### config.mk
export PLATFORM = sky130hd
export DESIGN_NAME = pixel_reader_flat
export DESIGN_NICKNAME = d
export VERILOG_FILES = /design/src/rtl/pixel_reader_pkg.sv /design/src/rtl/pixel_reader_if.sv /design/src/rtl/pixel_reader.sv /design/src/flat_wrapper.sv
export SDC_FILE = /design/constraint.sdc
export NUM_CORES = 1
export LEC_CHECK = 0
export ABC_AREA = 1
export ABC_CLOCK_PERIOD_IN_PS = 2700
export CORE_MARGIN = 3
export CORE_UTILIZATION = 35
export DETAILED_ROUTE_END_ITERATION = 16
export GPL_ROUTABILITY_DRIVEN = 0
export PLACE_DENSITY = 0.67
export REMOVE_ABC_BUFFERS = 1
export SLEW_MARGIN = 10
export SYNTH_ARGS = -nofsm -noshare
export SYNTH_HDL_FRONTEND = slang
export SYNTH_SLANG_ARGS = --single-unit
### constraint.sdc
create_clock -name clk -period 2.7 [get_ports clk]
set_input_delay 0.54 -clock clk [delete_from_list [all_inputs] [get_ports clk]]
set_output_delay 0.54 -clock clk [all_outputs]
set_load 0.01 [all_outputs]
### src/rtl/pixel_reader_pkg.sv
// Shared video-memory definitions: MCB opcodes, frame geometry,
// FSM states and the pixel-to-word address mapping.
package pixel_reader_pkg;

  localparam logic [2:0] MCB_INSTR_READ  = 3'b001;
  localparam logic [2:0] MCB_INSTR_WRITE = 3'b000;

  localparam int FRAME_W = 256;
  localparam int FRAME_H = 192;

  typedef logic [13:0] tag_t;

  typedef enum logic [1:0] {
    ST_IDLE,
    ST_CMD,
    ST_WAIT,
    ST_DONE
  } state_t;

  // Word-aligned byte offset of the word holding pixel (x,y)
  function automatic logic [29:0] pixel_addr(
    input logic [7:0] x,
    input logic [7:0] y
  );
    return {14'd0, y, x[7:2], 2'b00};
  endfunction

endpackage

### src/rtl/pixel_reader_if.sv
// MCB command + read-port bundle between the
// pixel reader (master) and the memory controller (slave).
interface pixel_reader_if;

  logic        cmd_en;
  logic [2:0]  cmd_instr;
  logic [5:0]  cmd_bl;
  logic [29:0] cmd_byte_addr;
  logic        cmd_empty;
  logic        cmd_full;
  logic        rd_en;
  logic [31:0] rd_data;
  logic        rd_full;
  logic        rd_empty;
  logic [6:0]  rd_count;
  logic        rd_overflow;
  logic        rd_error;

  modport master (
    output cmd_en, cmd_instr, cmd_bl,
    output cmd_byte_addr, rd_en,
    input  cmd_empty, cmd_full,
    input  rd_data, rd_full, rd_empty,
    input  rd_count, rd_overflow, rd_error
  );

  modport slave (
    input  cmd_en, cmd_instr, cmd_bl,
    input  cmd_byte_addr, rd_en,
    output cmd_empty, cmd_full,
    output rd_data, rd_full, rd_empty,
    output rd_count, rd_overflow, rd_error
  );

endinterface

### src/rtl/pixel_reader.sv
// Single-pixel read-back from the frame buffer over an MCB
// read port, with a one-word cache for horizontal neighbours.
module pixel_reader
  import pixel_reader_pkg::*;
#(
  parameter logic [29:0] BASE_ADDR      = 30'h0,
  parameter int          TIMEOUT_CYCLES = 1023
) (
  input  logic           clk,
  input  logic           reset,
  input  logic           clear_screen_done,
  input  logic           pixel_req,
  input  logic [7:0]     pixel_x,
  input  logic [7:0]     pixel_y,
  input  logic           invalidate,
  output logic [7:0]     pixel_rgb,
  output logic           pixel_rd_done,
  output logic           pixel_rd_busy,
  output logic           pixel_rd_error,
  pixel_reader_if.master mem
);

  localparam int CW = $clog2(TIMEOUT_CYCLES + 1);

  state_t      state;
  logic [29:0] addr;
  tag_t        cur_tag;
  logic [1:0]  lane;
  logic [CW-1:0] cnt;
  logic        timed_out;
  logic        stale;

  logic [31:0] cache_word;
  tag_t        cache_tag;
  logic        cache_valid;

  tag_t req_tag;
  logic hit;
  logic accept;
  logic unused;

  assign req_tag = {pixel_y, pixel_x[7:2]};
  assign hit     = cache_valid & (cache_tag == req_tag)
                 & ~invalidate;
  assign accept  = (state == ST_IDLE) & ~pixel_rd_busy
                 & pixel_req & clear_screen_done;

  assign mem.cmd_instr     = MCB_INSTR_READ;
  assign mem.cmd_bl        = 6'd0;
  assign mem.cmd_byte_addr = addr;
  assign mem.cmd_en = (state == ST_CMD) & ~mem.cmd_full;
  // IDLE pops too, draining words left by timeouts or resets
  assign mem.rd_en  = ((state == ST_IDLE) | (state == ST_WAIT))
                    & ~mem.rd_empty;

  assign unused = ^{mem.cmd_empty, mem.rd_full, mem.rd_count};

  always_ff @(posedge clk or posedge reset) begin
    if (reset) begin
      state          <= ST_IDLE;
      addr           <= '0;
      cur_tag        <= '0;
      lane           <= '0;
      cnt            <= '0;
      timed_out      <= 1'b0;
      stale          <= 1'b0;
      cache_word     <= '0;
      cache_tag      <= '0;
      cache_valid    <= 1'b0;
      pixel_rgb      <= '0;
      pixel_rd_done  <= 1'b0;
      pixel_rd_busy  <= 1'b0;
      pixel_rd_error <= 1'b0;
    end else begin
      if (mem.rd_error | mem.rd_overflow)
        pixel_rd_error <= 1'b1;
      if (invalidate)
        cache_valid <= 1'b0;
      unique case (state)
        ST_IDLE: begin
          pixel_rd_done <= 1'b0;
          pixel_rd_busy <= 1'b0;
          stale         <= 1'b0;
          if (accept) begin
            pixel_rd_busy <= 1'b1;
            cur_tag       <= req_tag;
            lane          <= pixel_x[1:0];
            addr          <= BASE_ADDR
                           + pixel_addr(pixel_x, pixel_y);
            timed_out     <= 1'b0;
            state         <= hit ? ST_DONE : ST_CMD;
          end
        end
        ST_CMD: begin
          stale <= stale | invalidate;
          cnt   <= '0;
          if (!mem.cmd_full)
            state <= ST_WAIT;
        end
        ST_WAIT: begin
          stale <= stale | invalidate;
          if (!mem.rd_empty) begin
            // a write seen since issue makes this word stale
            cache_word  <= mem.rd_data;
            cache_tag   <= cur_tag;
            cache_valid <= ~(stale | invalidate);
            state       <= ST_DONE;
          end else if (cnt == CW'(TIMEOUT_CYCLES)) begin
            pixel_rd_error <= 1'b1;
            timed_out      <= 1'b1;
            state          <= ST_DONE;
          end else begin
            cnt <= cnt + CW'(1);
          end
        end
        ST_DONE: begin
          pixel_rgb     <= timed_out ? 8'h00
                         : cache_word[{lane, 3'b000} +: 8];
          pixel_rd_done <= 1'b1;
          state         <= ST_IDLE;
        end
        default: state <= ST_IDLE;
      endcase
    end
  end

endmodule

### src/flat_wrapper.sv
// flat-port wrapper written by rule: the top's interface ports become plain ports
module pixel_reader_flat import pixel_reader_pkg::*;
#(
  parameter logic [29:0] BASE_ADDR      = 30'h0,
  parameter int          TIMEOUT_CYCLES = 1023
)
  (clk, reset, clear_screen_done, pixel_req, pixel_x, pixel_y, invalidate, pixel_rgb, pixel_rd_done, pixel_rd_busy, pixel_rd_error, mem_cmd_en, mem_cmd_instr, mem_cmd_bl, mem_cmd_byte_addr, mem_rd_en, mem_cmd_empty, mem_cmd_full, mem_rd_data, mem_rd_full, mem_rd_empty, mem_rd_count, mem_rd_overflow, mem_rd_error);
  pixel_reader_if mem_i ();
  input  logic clk;
  input  logic reset;
  input  logic clear_screen_done;
  input  logic pixel_req;
  input  logic [7:0] pixel_x;
  input  logic [7:0] pixel_y;
  input  logic invalidate;
  output logic [7:0] pixel_rgb;
  output logic pixel_rd_done;
  output logic pixel_rd_busy;
  output logic pixel_rd_error;
  output wire logic [$bits(mem_i.cmd_en)-1:0] mem_cmd_en;
  output wire logic [$bits(mem_i.cmd_instr)-1:0] mem_cmd_instr;
  output wire logic [$bits(mem_i.cmd_bl)-1:0] mem_cmd_bl;
  output wire logic [$bits(mem_i.cmd_byte_addr)-1:0] mem_cmd_byte_addr;
  output wire logic [$bits(mem_i.rd_en)-1:0] mem_rd_en;
  input wire logic [$bits(mem_i.cmd_empty)-1:0] mem_cmd_empty;
  input wire logic [$bits(mem_i.cmd_full)-1:0] mem_cmd_full;
  input wire logic [$bits(mem_i.rd_data)-1:0] mem_rd_data;
  input wire logic [$bits(mem_i.rd_full)-1:0] mem_rd_full;
  input wire logic [$bits(mem_i.rd_empty)-1:0] mem_rd_empty;
  input wire logic [$bits(mem_i.rd_count)-1:0] mem_rd_count;
  input wire logic [$bits(mem_i.rd_overflow)-1:0] mem_rd_overflow;
  input wire logic [$bits(mem_i.rd_error)-1:0] mem_rd_error;
  assign mem_cmd_en = mem_i.cmd_en;
  assign mem_cmd_instr = mem_i.cmd_instr;
  assign mem_cmd_bl = mem_i.cmd_bl;
  assign mem_cmd_byte_addr = mem_i.cmd_byte_addr;
  assign mem_rd_en = mem_i.rd_en;
  assign mem_i.cmd_empty = mem_cmd_empty;
  assign mem_i.cmd_full = mem_cmd_full;
  assign mem_i.rd_data = mem_rd_data;
  assign mem_i.rd_full = mem_rd_full;
  assign mem_i.rd_empty = mem_rd_empty;
  assign mem_i.rd_count = mem_rd_count;
  assign mem_i.rd_overflow = mem_rd_overflow;
  assign mem_i.rd_error = mem_rd_error;
  pixel_reader #(.BASE_ADDR(BASE_ADDR), .TIMEOUT_CYCLES(TIMEOUT_CYCLES)) u_core (.clk(clk), .reset(reset), .clear_screen_done(clear_screen_done), .pixel_req(pixel_req), .pixel_x(pixel_x), .pixel_y(pixel_y), .invalidate(invalidate), .pixel_rgb(pixel_rgb), .pixel_rd_done(pixel_rd_done), .pixel_rd_busy(pixel_rd_busy), .pixel_rd_error(pixel_rd_error), .mem(mem_i));
endmodule
# Yosys cells after proc, flatten, opt, wreduce, memory -nomap -nowiden
# Cells that the tools add are included.
# totals
register_bits	88
wordCells	76
# classes
bitwise_logic	15
eq_ne	11
shifts	1
n_addsub	1
muxes	24
reduce_logical	11
# ops
cell	n
$shiftx A32 B6 Y8	1
$mux W10	2
$pmux W10 S2	1
$eq A14 B14 Y1	1
$mux W1	11
$add A10 B1 Y10 const B	1
$eq A10 B10 Y1 const B	1
$mux W2	5
$mux W8	1
$ne A2 B2 Y1 const B	4
$pmux W2 S4	1
$reduce_bool A2 Y1	4
$and A1 B1 Y1	7
$pmux W1 S2	3
$reduce_and A3 Y1	2
$not A1 Y1	5
$eq A2 B2 Y1 const B	2
$reduce_and A2 Y1	2
$reduce_and A4 Y1	1
$ne A3 B3 Y1 const B	1
$or A1 B1 Y1	3
$eq A2 B1 Y1 const B	1
$logic_not A2 Y1	1
$ne A2 B1 Y1 const B	1
$reduce_or A2 Y1	1

# Depth between registers and ports, before layout
# Gate-level depths: netlist of the first run.
# logic_depth
ltp_word	6
ltp_mapped	10

# Least setup slack after synthesis of the first run
# Ideal clock, no wire load.
# synth_timing
path_type	register to output
start	reg u_core.state[0]
end	out mem_rd_en
path_buffers	1
stages_incl_launch_ff	6
arrival_time_ns	1.238
setup_slack_ns	0.922
cell_sequence	dfrtp_1 > inv_1 > ha_1 > clkbuf_1 > nor2_1 > nor2_1
# synth_via
elab_chain_cells	3
elab_cells_between_ends	4
cone_classes	eq/ne: 1; bitwise: 2; reduce/logical: 1
# synth_lines
item	line_no	source
from (decl)	pixel_reader.sv:25	state_t state;
from (signal assigned)	pixel_reader.sv:91	state <= hit ? ST_DONE : ST_CMD;
$eq A2 B2 Y1 / $logic_not A2 Y1 (equally long branches)	pixel_reader.sv:53	assign mem.rd_en = ((state == ST_IDLE) | (state == ST_WAIT))
$or A1 B1 Y1 (*)	pixel_reader.sv:53	
$and A1 B1 Y1 (*)	pixel_reader.sv:54	& ~mem.rd_empty;
to (decl)	flat_wrapper.sv:24	output wire logic [$bits(mem_i.rd_en)-1:0] mem_rd_en;
# Every way passes the cells marked *; elsewhere a longest branch is shown, timed or not.

# Worst setup path in the final report of the first run
# Ends and elaborated chain as after synthesis.

==> results of run 1 <==
==> report_power, final <==
part	internal (mW)	switching [mW]	total (mW)
clock	0.785	0.493	1.28
combinational	1.16	1.08	2.24
sequential	1.89	0.399	2.28
total	3.83	1.97	5.81
==> registers in the layout, summed over array words and instances (netlist names), 2 cells and up <==
signal             count
u_core.cache_word     32
u_core.cache_tag      14
u_core.cur_tag        14
u_core.cnt            10
u_core.pixel_rgb       8
u_core.lane            2
u_core.state           2
==> synth_stat cells <==
master / number / area share (%)
a21o_1: 1 / 0.17
a21oi_1: 7 / 0.78
a21oi_2: 10 / 2.0
buf_4: 25 / 4.2
buf_6: 5 / 1.3
clkbuf_1: 9 / 0.75
clkinv_1: 2 / 0.17
conb_1: 2 / 0.17
dfrtp_1: 88 / 49
ha_1: 7 / 2.0
inv_1: 44 / 3.7
inv_2: 4 / 0.33
mux2_1: 3 / 0.75
mux2_4: 29 / 9.7
nand2_1: 107 / 9.0
nand2_2: 1 / 0.14
nand3_1: 24 / 2.7
nand4_1: 2 / 0.28
nor2_1: 54 / 4.5
nor2_8: 1 / 0.45
nor3_1: 3 / 0.33
nor3b_1: 1 / 0.17
o21ai_0: 20 / 2.2
o21ai_1: 26 / 2.9
o21ai_2: 1 / 0.20
o22ai_1: 8 / 1.1
or2_1: 1 / 0.14
or2_2: 1 / 0.14
xnor2_1: 1 / 0.20
xor2_1: 3 / 0.59
==> metrics by stage <==
| step | setup WS (ns) | utilization, % | power (mW) |
|---|---|---|---|
| 5_1_grt | 0.131 | 46.6 | 6.24 |
| 2_1_floorplan | -0.491 | - | 3.70 |
| 3_5_place_dp | 0.477 | 44.1 | 4.56 |
| 3_3_place_gp | 0.498 | 44.1 | 4.48 |
| 4_1_cts | 0.211 | 46.6 | 5.87 |
| 6_report | 0.242 | 46.6 | 5.81 |
==> routing by layer <==
metal	vias up	share of wire (%)	routed length [µm]	track usage, %
met1	1659	44	4470	18.3
met2	110	48	4900	24.5
met5	-	0	0	0
met4	0	1.6	161	4.71
li1	1678	-	-	-
met3	14	6.1	622	4.51
==> cell type report <==
cell class / instances / area [µm²] / area share, %
Sequential cell: 88 / 2200 / 38.5
Multi-Input combinational cell: 336 / 1910 / 33.3
Timing Repair Buffer: 89 / 901 / 15.8
Clock buffer: 12 / 267 / 4.66
Tap cell: 168 / 210 / 3.68
Inverter: 50 / 189 / 3.31
Clock inverter: 3 / 40.0 / 0.701
==> worst max-delay path, cell delays in order (launching register included) <==
cell and delay [ns]:
dfrtp_1 0.43, inv_1 0.12, ha_1 0.33, nor2_1 0.07, nor2_1 0.09, clkdlybuf4s50_1 0.54
==> path summary, 6_finish.rpt <==
kind                                        endpoint  slack, ns
worst max-delay path                       mem_rd_en       0.24
min in group asynchronous        u_core.cache_tag[7]       0.56
worst min-delay path             u_core.pixel_rgb[6]       0.48
worst min register to register   u_core.pixel_rgb[6]       0.48
max in group asynchronous              u_core.cnt[2]       1.51
worst max register to register  u_core.cache_tag[12]       0.58
==> layout by cell type (no fill, tap or decap), types with 7 or more instances in the layout <==
cell | netlist | layout
nand2_1 | 107 | 107
dfrtp_1 | 88 | 88
clkdlybuf4s50_1 | 0 | 83
nor2_1 | 54 | 54
inv_1 | 44 | 43
mux2_4 | 29 | 29
o21ai_1 | 26 | 26
conb_1 | 2 | 25
nand3_1 | 24 | 24
o21ai_0 | 20 | 20
a21oi_2 | 10 | 10
clkbuf_16 | 0 | 9
o22ai_1 | 8 | 8
a21oi_1 | 7 | 7
ha_1 | 7 | 7
==> kinds of logic (layout without fill, tap and decap cells) <==
| logic type | Yosys count | in the layout | synth area share (%) |
|---|---|---|---|
| simple gates | 195 | 195 | 17.8 |
| buf+inv | 89 | 154 | 10.4 |
| flops | 88 | 88 | 49.1 |
| compound gates | 73 | 73 | 9.35 |
| mux | 32 | 32 | 10.5 |
| fa+ha+maj | 7 | 7 | 1.95 |
| xor+xnor | 4 | 4 | 0.781 |
| other cells | 2 | 25 | 0.167 |
==> metrics.md, run 1 <==
| Metric | Value |
|---|---|
| Outcome | `finished clean` |
| Register area share after synthesis | `49.1%` |
| Chip width | `119 µm` |
| VDD IR max | `0.428 mV` |
| PortBufs | `83` |
| Vias in the first global route | `3552` |
| Achievable frequency | `0.407 GHz` |
| Dpl cells | `731` |
| Synth Register Bits | `88` |
| Max Cap Viol | `0` |
| Worst min path class | `flop to flop` |
| Reg2Reg Launch Point | `u_core.state[0]` |
| Routed WL | `10.2 mm` |
| Iteration-0 DRC Markers | `308` |
| Post-CTS setup buffers | `0` |
| Avg Cell Area, Syn | `9.15 µm²` |
| DRC | `0` |
| Largest net degree at the start of global routing | `44` |
| Min Tclk post-route | `2.46 ns` |
| CP startpoint kind | `flop` |
| Placed Area | `5410 µm²` |
| Die area | `14200 µm²` |
| Initial antenna violation count | `0` |
| Pre-antenna DRT Iters | `4` |
| Nature of the critical path endpoint | `output pin` |
| Worst Tran Pin Value | `0.664 ns` |
| Area Growth Syn to Fin | `27.4%` |
| RSZ-0062 raised after global routing | `false` |
| DR WL/cell | `13.6 µm` |
| Initial Util | `36.6%` |
| Synth cell types | `30` |
| Post-CTS Resized | `0` |
| Largest buffer count on any clock path | `2` |
| CTS H-tree lvls | `3` |
| Num CTS Buffers | `9` |
| Total Neg Setup Slack | `0 ns` |
| ANT nets after route | `0` |
| Worst-Skew Late Latency | `0.33 ns` |
| Core ar. | `12300 µm²` |
| Leakage power | `2.79 nW` |
| Worst slew margin | `55.7%` |
| Design area | `5710 µm²` |
| Netlist Area Pre-Place | `4480 µm²` |
| Worst EP required | `2.16 ns` |
| Final #Nets | `647` |
| Fillcell total | `1184` |
| Final period utilization | `91.0%` |
| WHS Path Cells | `2` |
| Synth Warn # | `0` |
| Worst EP arrival | `1.92 ns` |
| Via-per-instance ratio | `4.64` |
| Layout cell share with drive strength beyond 1 | `12.1%` |
| I/O pin total | `118` |
| GRT Util Overall | `14.7%` |
| DP HPWL | `7.25 mm` |
| Setup CP Type | `flop to output pin` |
| Row cnt | `40` |
| Clock root buffer | `clkbuf_16` |
| Antenna cells | `0` |
| Reg2Reg Depth | `7` |
| Final-report max-slew violation count | `0` |
| DIE HEIGHT | `119 µm` |
| DR vias | `3461` |
| Worst Path Max Fanout | `7` |
| Setup violations, final | `0` |
| Grt total ovfl | `0` |
| Cts hold-fix bufs | `0` |
| Fin Hold WS | `0.479 ns` |
| Mapped Cells | `490` |
| Clock net sink count | `88` |
| Finished Layout Cells | `746` |
| Setup Skew | `0.00673 ns` |
| Clock slew at reported path FFs | `0.06 ns` |
| Final hold vios | `0` |
| Pwr Density | `1020 nW/µm²` |
| First-pass GRT wire length | `17.0 mm` |
| Min-delay src | `u_core.pixel_rgb[6]` |
| Launch point of the worst path | `u_core.state[0]` |
| TritonCTS clock tree | `built` |
Note: power is estimated with default switching activity, not from simulation.
==> inputs of run 2 (changes only) <==
--- a/config.mk
+++ b/config.mk
@@ -13,6 +13,7 @@
 export GPL_ROUTABILITY_DRIVEN = 0
 export PLACE_DENSITY = 0.67
 export REMOVE_ABC_BUFFERS = 1
+export SKIP_CTS_REPAIR_TIMING = 1
 export SLEW_MARGIN = 10
 export SYNTH_ARGS = -nofsm -noshare
 export SYNTH_HDL_FRONTEND = slang
==> results of run 2 <==
Final layout, timing and power as in run 1 (identical DEF).
